==> src/rtl/ram_stream_loader_if.sv <==
// Byte-stream and RAM slave-port bundle for ram_stream_loader.
// master = the loader, slave = the byte source plus the RAM.
interface ram_stream_loader_if #(
  parameter int ADDR_W = 13
);
  logic [7:0]        st_data;
  logic              st_valid;
  logic              st_ready;
  logic [ADDR_W-1:0] ram_address;
  logic [3:0]        ram_byteenable;
  logic              ram_chipselect;
  logic              ram_write;
  logic [31:0]       ram_writedata;
  logic              ram_clken;
  logic [31:0]       ram_readdata;

  modport master (
    input  st_data, st_valid, ram_readdata,
    output st_ready, ram_address, ram_byteenable, ram_chipselect,
           ram_write, ram_writedata, ram_clken
  );

  modport slave (
    output st_data, st_valid, ram_readdata,
    input  st_ready, ram_address, ram_byteenable, ram_chipselect,
           ram_write, ram_writedata, ram_clken
  );
endinterface

==> src/rtl/ram_stream_loader.sv <==
// Packs a byte stream little-endian into 32-bit words, writes them to consecutive
// RAM words, then reads the region back and compares against the write checksum.
module ram_stream_loader #(
  parameter int ADDR_W    = 13,
  parameter int DEPTH     = 5120,
  parameter int BASE_WORD = 0
) (
  input  logic                clk,
  input  logic                reset_n,
  input  logic                start,
  input  logic [15:0]         length_bytes,
  ram_stream_loader_if.master bus,
  output logic                busy,
  output logic                done,
  output logic                error,
  output logic [31:0]         checksum
);

  typedef enum logic [2:0] {
    S_IDLE,
    S_FILL,
    S_WRITE,
    S_VERIFY,
    S_FINISH
  } state_e;

  localparam int                ROOM      = DEPTH - BASE_WORD;
  localparam logic [ADDR_W-1:0] BASE_ADDR = ADDR_W'(BASE_WORD);

  state_e r_state;

  // Transfer bookkeeping
  logic [15:0] r_length;
  logic [15:0] r_byte_cnt;
  logic [15:0] r_word_cnt;
  logic [15:0] r_rd_idx;
  logic [15:0] r_cap_idx;
  logic [31:0] r_pack;
  logic [3:0]  r_lane_mask;
  logic [3:0]  r_tail_mask;
  logic        r_verified;
  logic        r_cap_pend;
  logic [31:0] r_vsum;

  // Registered outputs
  logic              r_st_ready;
  logic [ADDR_W-1:0] r_addr;
  logic [3:0]        r_be;
  logic              r_cs;
  logic              r_we;
  logic [31:0]       r_wdata;
  logic              r_clken;
  logic              r_busy;
  logic              r_done;
  logic              r_error;
  logic [31:0]       r_checksum;

  logic [16:0] w_words_req;
  logic        w_accept;
  logic [1:0]  w_lane;
  logic [31:0] w_pack_next;
  logic [3:0]  w_mask_next;
  logic        w_last_byte;
  logic        w_rd_last;
  logic        w_cap_last;
  logic [31:0] w_tail_bits;
  logic [31:0] w_cap_word;

  assign w_words_req = ({1'b0, length_bytes} + 17'd3) >> 2;

  // r_st_ready is only ever high in FILL, so this is the whole acceptance rule.
  assign w_accept    = bus.st_valid & r_st_ready;
  assign w_lane      = r_byte_cnt[1:0];
  assign w_pack_next = r_pack | ({24'd0, bus.st_data} << {w_lane, 3'b000});
  assign w_mask_next = r_lane_mask | (4'b0001 << w_lane);
  assign w_last_byte = (r_byte_cnt == r_length - 16'd1);

  assign w_rd_last   = (r_rd_idx  == r_word_cnt - 16'd1);
  assign w_cap_last  = (r_cap_idx == r_word_cnt - 16'd1);
  assign w_tail_bits = {{8{r_tail_mask[3]}}, {8{r_tail_mask[2]}},
                        {8{r_tail_mask[1]}}, {8{r_tail_mask[0]}}};
  // Unwritten upper lanes of the tail word hold stale RAM data; mask them out.
  assign w_cap_word  = w_cap_last ? (bus.ram_readdata & w_tail_bits) : bus.ram_readdata;

  // NOTE: every register here is assigned with <= so all branches read pre-edge values.
  always_ff @(posedge clk or negedge reset_n) begin
    if (!reset_n) begin
      r_state     <= S_IDLE;
      r_length    <= '0;
      r_byte_cnt  <= '0;
      r_word_cnt  <= '0;
      r_rd_idx    <= '0;
      r_cap_idx   <= '0;
      r_pack      <= '0;
      r_lane_mask <= '0;
      r_tail_mask <= '0;
      r_verified  <= 1'b0;
      r_cap_pend  <= 1'b0;
      r_vsum      <= '0;
      r_st_ready  <= 1'b0;
      r_addr      <= '0;
      r_be        <= '0;
      r_cs        <= 1'b0;
      r_we        <= 1'b0;
      r_wdata     <= '0;
      r_clken     <= 1'b0;
      r_busy      <= 1'b0;
      r_done      <= 1'b0;
      r_error     <= 1'b0;
      r_checksum  <= '0;
    end else begin
      r_clken <= 1'b1;
      // NOTE: done defaults low every cycle so it can only ever be a single-cycle pulse.
      r_done  <= 1'b0;

      case (r_state)
        S_IDLE: begin
          if (start) begin
            r_length    <= length_bytes;
            r_byte_cnt  <= '0;
            r_word_cnt  <= '0;
            r_pack      <= '0;
            r_lane_mask <= '0;
            r_checksum  <= '0;
            r_vsum      <= '0;
            r_error     <= 1'b0;
            r_verified  <= 1'b0;
            r_busy      <= 1'b1;
            if (length_bytes == 16'd0) begin
              r_state <= S_FINISH;
            end else if (int'(w_words_req) > ROOM) begin
              r_error <= 1'b1;
              r_state <= S_FINISH;
            end else begin
              r_st_ready <= 1'b1;
              r_state    <= S_FILL;
            end
          end
        end

        S_FILL: begin
          if (w_accept) begin
            r_pack      <= w_pack_next;
            r_lane_mask <= w_mask_next;
            r_byte_cnt  <= r_byte_cnt + 16'd1;
            if (w_lane == 2'd3 || w_last_byte) begin
              r_st_ready <= 1'b0;
              r_cs       <= 1'b1;
              r_we       <= 1'b1;
              r_addr     <= BASE_ADDR + r_word_cnt[ADDR_W-1:0];
              r_be       <= w_mask_next;
              r_wdata    <= w_pack_next;
              r_state    <= S_WRITE;
            end
          end
        end

        S_WRITE: begin
          r_checksum  <= r_checksum + r_wdata;
          r_tail_mask <= r_be;
          r_word_cnt  <= r_word_cnt + 16'd1;
          r_pack      <= '0;
          r_lane_mask <= '0;
          r_we        <= 1'b0;
          r_wdata     <= '0;
          if (r_byte_cnt != r_length) begin
            r_cs       <= 1'b0;
            r_be       <= '0;
            r_st_ready <= 1'b1;
            r_state    <= S_FILL;
          end else begin
            // First readback address goes out on the very next cycle.
            r_cs       <= 1'b1;
            r_be       <= 4'hF;
            r_addr     <= BASE_ADDR;
            r_rd_idx   <= '0;
            r_cap_idx  <= '0;
            r_cap_pend <= 1'b0;
            r_verified <= 1'b1;
            r_state    <= S_VERIFY;
          end
        end

        S_VERIFY: begin
          // Read data appears one cycle after its address, so capture trails issue.
          r_cap_pend <= r_cs;
          if (r_cs) begin
            if (w_rd_last) begin
              r_cs <= 1'b0;
              r_be <= '0;
            end else begin
              r_rd_idx <= r_rd_idx + 16'd1;
              r_addr   <= r_addr + ADDR_W'(1);
            end
          end
          if (r_cap_pend) begin
            r_vsum    <= r_vsum + w_cap_word;
            r_cap_idx <= r_cap_idx + 16'd1;
            if (w_cap_last) begin
              r_state <= S_FINISH;
            end
          end
        end

        S_FINISH: begin
          r_done <= 1'b1;
          r_busy <= 1'b0;
          r_addr <= '0;
          if (r_verified) begin
            r_error <= (r_vsum != r_checksum);
          end
          r_state <= S_IDLE;
        end

        default: r_state <= S_IDLE;
      endcase
    end
  end

  assign bus.st_ready       = r_st_ready;
  assign bus.ram_address    = r_addr;
  assign bus.ram_byteenable = r_be;
  assign bus.ram_chipselect = r_cs;
  assign bus.ram_write      = r_we;
  assign bus.ram_writedata  = r_wdata;
  assign bus.ram_clken      = r_clken;

  assign busy     = r_busy;
  assign done     = r_done;
  assign error    = r_error;
  assign checksum = r_checksum;

endmodule
==> src/flat_wrapper.sv <==
// flat-port wrapper written by rule: the top's interface ports become plain ports
module ram_stream_loader_flat 
#(
  parameter int ADDR_W    = 13,
  parameter int DEPTH     = 5120,
  parameter int BASE_WORD = 0
)
  (clk, reset_n, start, length_bytes, busy, done, error, checksum, bus_st_data, bus_st_valid, bus_ram_readdata, bus_st_ready, bus_ram_address, bus_ram_byteenable, bus_ram_chipselect, bus_ram_write, bus_ram_writedata, bus_ram_clken);
  ram_stream_loader_if #(.ADDR_W(ADDR_W)) bus_i ();
  input  logic clk;
  input  logic reset_n;
  input  logic start;
  input  logic [15:0] length_bytes;
  output logic busy;
  output logic done;
  output logic error;
  output logic [31:0] checksum;
  input wire logic [$bits(bus_i.st_data)-1:0] bus_st_data;
  input wire logic [$bits(bus_i.st_valid)-1:0] bus_st_valid;
  input wire logic [$bits(bus_i.ram_readdata)-1:0] bus_ram_readdata;
  output wire logic [$bits(bus_i.st_ready)-1:0] bus_st_ready;
  output wire logic [$bits(bus_i.ram_address)-1:0] bus_ram_address;
  output wire logic [$bits(bus_i.ram_byteenable)-1:0] bus_ram_byteenable;
  output wire logic [$bits(bus_i.ram_chipselect)-1:0] bus_ram_chipselect;
  output wire logic [$bits(bus_i.ram_write)-1:0] bus_ram_write;
  output wire logic [$bits(bus_i.ram_writedata)-1:0] bus_ram_writedata;
  output wire logic [$bits(bus_i.ram_clken)-1:0] bus_ram_clken;
  assign bus_i.st_data = bus_st_data;
  assign bus_i.st_valid = bus_st_valid;
  assign bus_i.ram_readdata = bus_ram_readdata;
  assign bus_st_ready = bus_i.st_ready;
  assign bus_ram_address = bus_i.ram_address;
  assign bus_ram_byteenable = bus_i.ram_byteenable;
  assign bus_ram_chipselect = bus_i.ram_chipselect;
  assign bus_ram_write = bus_i.ram_write;
  assign bus_ram_writedata = bus_i.ram_writedata;
  assign bus_ram_clken = bus_i.ram_clken;
  ram_stream_loader #(.ADDR_W(ADDR_W), .DEPTH(DEPTH), .BASE_WORD(BASE_WORD)) u_core (.clk(clk), .reset_n(reset_n), .start(start), .length_bytes(length_bytes), .bus(bus_i), .busy(busy), .done(done), .error(error), .checksum(checksum));
endmodule
==> config.mk <==
export PLATFORM = sky130hd
export DESIGN_NAME = ram_stream_loader_flat
export DESIGN_NICKNAME = d
export VERILOG_FILES = /design/src/rtl/ram_stream_loader_if.sv /design/src/rtl/ram_stream_loader.sv /design/src/flat_wrapper.sv
export SDC_FILE = /design/constraint.sdc
export NUM_CORES = 1
export LEC_CHECK = 0
export BUFFER_PORTS_ARGS = -buffer_cell sky130_fd_sc_hd__buf_4
export CAP_MARGIN = 10
export CORE_MARGIN = 2
export CORE_UTILIZATION = 48
export CTS_CLUSTER_SIZE = 30
export DETAILED_ROUTE_END_ITERATION = 8
export GPL_TIMING_DRIVEN = 1
export PLACE_DENSITY = 0.75
export SLEW_MARGIN = 20
export SYNTH_ARGS = -nofsm -noshare
export SYNTH_HDL_FRONTEND = slang
export SYNTH_SLANG_ARGS = --single-unit
==> constraint.sdc <==
create_clock -name clk -period 4.8 [get_ports clk]
set_input_delay 0.72 -clock clk [delete_from_list [all_inputs] [get_ports clk]]
set_output_delay 0.72 -clock clk [all_outputs]
set_load 0.005 [all_outputs]
# Yosys cells after proc, flatten, opt, wreduce, memory -nomap -nowiden

Cells that the tools add are included.

Bits in registers: 245
Input bits: 60
Output and inout bits: 88
Word-level logic and storage cells: 163

Add/sub/neg operators: 10
Magnitude comparators: 1
Equality and inequality tests: 23
Shift operators: 2
Multiplexer cells: 71
Bitwise logic cells: 4
Reductions and logical operators: 29

Operators by type and width:

| operator                | count |
|---|---|
| $mux W32                | 6 |
| $pmux W32 S2            | 3 |
| $pmux W16 S2            | 4 |
| $mux W16                | 6 |
| $pmux W32 S3            | 1 |
| $mux W13                | 5 |
| $add A16 B1 Y16 const B | 4 |
| $add A32 B32 Y32        | 2 |
| $pmux W13 S4            | 1 |
| $eq A16 B16 Y1          | 3 |
| $and A32 B32 Y32        | 1 |
| $ne A32 B32 Y1          | 1 |
| $or A32 B32 Y32         | 1 |
| $shl A8 B5 Y32          | 1 |
| $sub A16 B1 Y16 const B | 2 |
| $mux W4                 | 7 |
| $pmux W4 S3             | 2 |
| $reduce_and A3 Y1       | 8 |
| $mux W3                 | 7 |
| $mux W1                 | 20 |
| $add A16 B2 Y17 const B | 1 |
| $logic_not A16 Y1       | 1 |
| $ne A16 B16 Y1          | 1 |
| $ne A2 B1 Y1 const B    | 8 |
| other kinds (24)        | 44 |

# Longest topological paths before layout

Depth in word-level cells: 6
Depth in mapped cells: 24
Depth with buffers taken out: 22

# Worst setup path before layout

No wires, ideal clock.

Path kind: reg2reg
From: register u_core.r_word_cnt[0]
To: register u_core.r_vsum[28]
Library setup time: 121 ps
Arrival time: 5045 ps
Data required time: 4679 ps
Path slack: -366 ps
Cell stages (with the launch flop): 25
Path buffers: 3
Clock period less this slack: 5166 ps
Path through: dfrtp_1 -> buf_2 -> inv_1 -> ha_1 -> clkbuf_1 -> nand2b_1 -> clkbuf_1 -> nor4_1 -> nor3_1 -> nor4_1 -> o2111ai_1 -> or4_1 -> nor2_1 -> nor2b_1 -> ha_1 -> fa_1 -> nand3_1 -> nand2_1 -> a211oi_1 -> nor2_1 -> a31oi_1 -> a31oi_1 -> a21oi_1 -> o21ai_0 -> a22o_1

Cells in the longest elaborated chain, start to end: 6

Ends and longest elaborated chain:

| element                  | line                     | RTL |
|---|---|---|
| start: declaration       | ram_stream_loader.sv:35  | `logic [15:0] r_word_cnt;` |
| start signal: assignment | ram_stream_loader.sv:161 | `r_word_cnt <= r_word_cnt + 16'd1;` |
| $sub A16 B1 Y16          | ram_stream_loader.sv:79  | `assign w_cap_last = (r_cap_idx == r_word_cnt - 16'd1);` |
| $eq A16 B16 Y1           | ram_stream_loader.sv:79  |  |
| $mux W32                 | ram_stream_loader.sv:83  | `assign w_cap_word = w_cap_last ? (bus.ram_readdata & w_tail_bits) : bus.ram_readdata;` |
| $add A32 B32 Y32         | ram_stream_loader.sv:197 | `r_vsum <= r_vsum + w_cap_word;` |
| $mux W32                 | ram_stream_loader.sv:196 | `if (r_cap_pend) begin` |
| $pmux W32 S2             | ram_stream_loader.sv:116 | `case (r_state)` |
| end signal: assignment   | ram_stream_loader.sv:197 |  |
| end: declaration         | ram_stream_loader.sv:43  | `logic [31:0] r_vsum;` |

Every way passes these cells. The select of a mux whose other input is x is not followed.
A chain may end at the register's enable or synchronous reset.

# Worst setup path in the final report

From: register u_core.r_word_cnt[1]
To: register u_core.r_vsum[28]

The elaborated chain is that of the path after synthesis.

==> metrics.md <==
| Metric | Value |
|---|---|
| CTS buffer count | 28 |
| Avg Inst Size Synth | 8.43 um2 |
| I/O Buffers | 147 |
| Worst-path clk slew | 70 ps |
| Synth unique cells | 87 |
| Slew Limit Fails | 0 |
| Avg WL per Cell | 19.8 um |
| Post-synthesis to final-layout area growth | 23.0% |
| Worst-Skew Late Latency | 590 ps |
| EDFF count, synth | 0 |
| Hold Slack | 120 ps |
| Crit start category | register |
| Data arrival time of the worst path | 5090 ps |
| R2r setup slk | 190 ps |
| Cell taking the most area after synthesis | dfrtp_1 |
| Synthesis Warnings | 0 |
| Fin nets | 2287 |
| Initial DRC Count | 1144 |
| Max VDD drop | 352 uV |
| Maxcap violations | 0 |
| FFs w/ async S/R, synth | 1.00 |
| H-tree levels | 1 |
| Core area | 33500 um2 |
| Initial antenna violation count | 0 |
| Pre-Repair DR Iteration Count | 7 |
| Dominant synthesized flop cell | dfrtp_1 |
| Hold crit path type | primary input to async pin |
| Max-Slew Margin vs Limit | 0.291 |
| Routed Wire Length | 51700 um |
| Syn Nets | 2083 |
| Seq/Total Area, Yosys | 0.374 |
| Initial Utilization | 0.488 |
| Slew @ Worst Pin | 1060 ps |
| GRT overflow | 0 |
| FMAX | 217 MHz |
| Cell area power density | 340 nW/um2 |
| Chip width | 189 um |
| Layout cells sized above 1 | 0.203 |
| Synth Instances | 1942 |
| Worst Setup End Kind | register |
| Leak Pwr | 8.90 nW |
| Post-detail-place hpwl | 37400 um |
| Full die area | 35600 um2 |
| Tot Pwr | 6.85 mW |
| Cell Area, Synth | 16400 um2 |
| Via count of the first global-routing pass | 15053 |
| Clock Skews | 36.2 ps |
| Final ANT Viol Nets | 0 |
| Largest net degree at the start of global routing | 122 |
| Yosys reg bits | 245 |
| Final Hold Viols | 0 |
| Status | finished clean |
| Root Buffer | clkbuf_16 |
| Remaining DRCs | 0 |
| CP Data Required Time | 5280 ps |
| RePlAce Congestion | 0.994 |
| Final Util | 0.601 |
| Area post-placement | 18700 um2 |
| Synth top area share | 0.374 |
| CTS Sinks | 245 |
| Total GRT Usage | 0.284 |
| Clock tree buffer depth | 3 |
| Final period util | 0.960 |
| I/O pin count | 148 |
| CP max FO | 6 |
| CTS tree | done |
| Crit Path Category | register to register |
| Antenna cells | 0 |
| Row Count | 67 |
| Vias per cell | 6.00 |
| Die Height | 189 um |
| Via count | 15664 |
| First-pass GRT wire length | 81300 um |
| Min Tclk post-route | 4610 ps |
| Final setup fails | 0 |
| Fin area | 20100 um2 |
| Synth area leaders | dfrtp_1 (37%), nand2_1 (6.1%), ha_1 (6.0%), a21oi_1 (5.3%), xnor2_1 (5.1%) |
logic make-up after synthesis:
| group | after synthesis | synth area share |
|---|---|---|
| and+or+nand+nor | 735 | 0.216 |
| AOI/OAI and AO/OA | 510 | 0.192 |
| DFF | 245 | 0.374 |
| xor gates and xnor gates | 174 | 0.0939 |
| buffers and inverters | 157 | 0.0368 |
| adders and majority gates | 81 | 0.0628 |
| muxes | 39 | 0.0239 |
| other | 1 | 0.000229 |
flip-flops by register name, summed over array words and instances, names as in the netlist, 3 cells and up:
signal                     cells
u_core.bus.ram_address        13
u_core.bus.ram_byteenable      4
u_core.bus.ram_writedata      32
u_core.checksum               32
u_core.r_byte_cnt             16
u_core.r_cap_idx              16
u_core.r_lane_mask             4
u_core.r_length               16
u_core.r_pack                 32
u_core.r_rd_idx               16
u_core.r_state                 3
u_core.r_tail_mask             4
u_core.r_vsum                 32
u_core.r_word_cnt             16
layout by cell type (no fill, tap or decap), drive strengths merged, types with 20 or more instances in the layout:
cell / netlist / layout
nor2b: 45 / 45
buf: 25 / 289
a31oi: 24 / 24
nor3: 31 / 31
nand2: 265 / 265
and3: 27 / 27
nor4: 24 / 24
a21o: 20 / 20
nor2: 150 / 150
ha: 79 / 79
dfrtp: 245 / 245
nand4: 39 / 39
xor2: 78 / 78
nand3: 71 / 71
clkbuf: 90 / 35
mux2i: 38 / 38
o21ai: 143 / 143
a21oi: 172 / 172
xnor2: 95 / 95
inv: 42 / 43
worst paths after layout:
path	start	end	cells past startpoint
max	u_core.r_word_cnt[1]	u_core.r_vsum[28]	23
min	reset_n	u_core.checksum[29]	1
max reg2reg	u_core.r_word_cnt[1]	u_core.r_vsum[28]	23
min reg2reg	u_core.busy	u_core.busy	2
max in group asynchronous	reset_n	u_core.r_cap_idx[8]	2
min in group clk	length_bytes[15]	u_core.r_length[15]	3
metal layers:
layer	up-vias	part of all wire	global-route usage
met1	7584	0.42	0.376
li1	7347	-	-
met2	606	0.46	0.462
met4	0	0.043	0.110
met3	127	0.073	0.0503
met5	-	0	0
synth_stat cells (all sizes together) (9+ instances only):
master / count
nor3: 31
ha: 79
dfrtp: 245
a211oi: 15
a21o: 20
o211ai: 12
nor2: 150
and3: 27
o21a: 10
mux2i: 38
nor4: 24
o21bai: 12
a31oi: 24
and2: 9
nand3: 71
inv: 42
nor2b: 45
nand2b: 15
nand4: 39
o21ai: 143
o31ai: 15
xor2: 78
clkbuf: 90
nand2: 265
buf: 25
a21oi: 172
or3: 15
xnor2: 95
area by class of cell:
class / count / area, um2
clock buffers: 35 / 777
inverters: 42 / 158
flip-flops and latches: 245 / 6130
well taps: 448 / 561
repair buffers: 289 / 2240
fillers: 2989 / 13400
multi-input cells: 1540 / 10100
clock inverters: 13 / 175
power breakdown:
part	total (mW)	leakage (nW)	internal [mW]	switching, mW
registers	2.45	2.84	2.22	0.222
clock network	2.24	0.469	1.31	0.928
logic	2.16	5.59	1.06	1.10
critical path, cell delays in order, from the launching register on:
cell and delay (ps):
dfrtp_1 350, inv_2 60, ha_4 180, nor2b_2 170, buf_4 150, nand4_1 230
o221ai_1 200, nor4_2 180, o2111ai_1 140, or4_4 580, nor2_4 180, buf_12 130
nor2b_1 50, ha_1 250, buf_4 180, a21oi_2 170, o22ai_2 140, a211oi_2 230
nor2_2 90, a31oi_4 230, a31oi_4 120, a21oi_2 190, o21ai_1 80, a22o_1 200
repair_timing:
item / CTS / global route
setup buffers: 2 / 9
endpoints found under the setup margin: 9 / 15
hold buffers: 0 / 0
pin swaps: 2 / 46
resized for setup: 16 / 85
through the flow:
step                TNS, ps  setup WS [ps]  cells
global placement       -450           -159   2554
CTS                   -23.2          -23.2   2604
floorplan                 0           7.37   1942
detailed placement    -1610           -320   2554
finish                    0            190   2612
global route           -111          -62.7   2612
No activity file was read; power rests on OpenSTA's default activity.
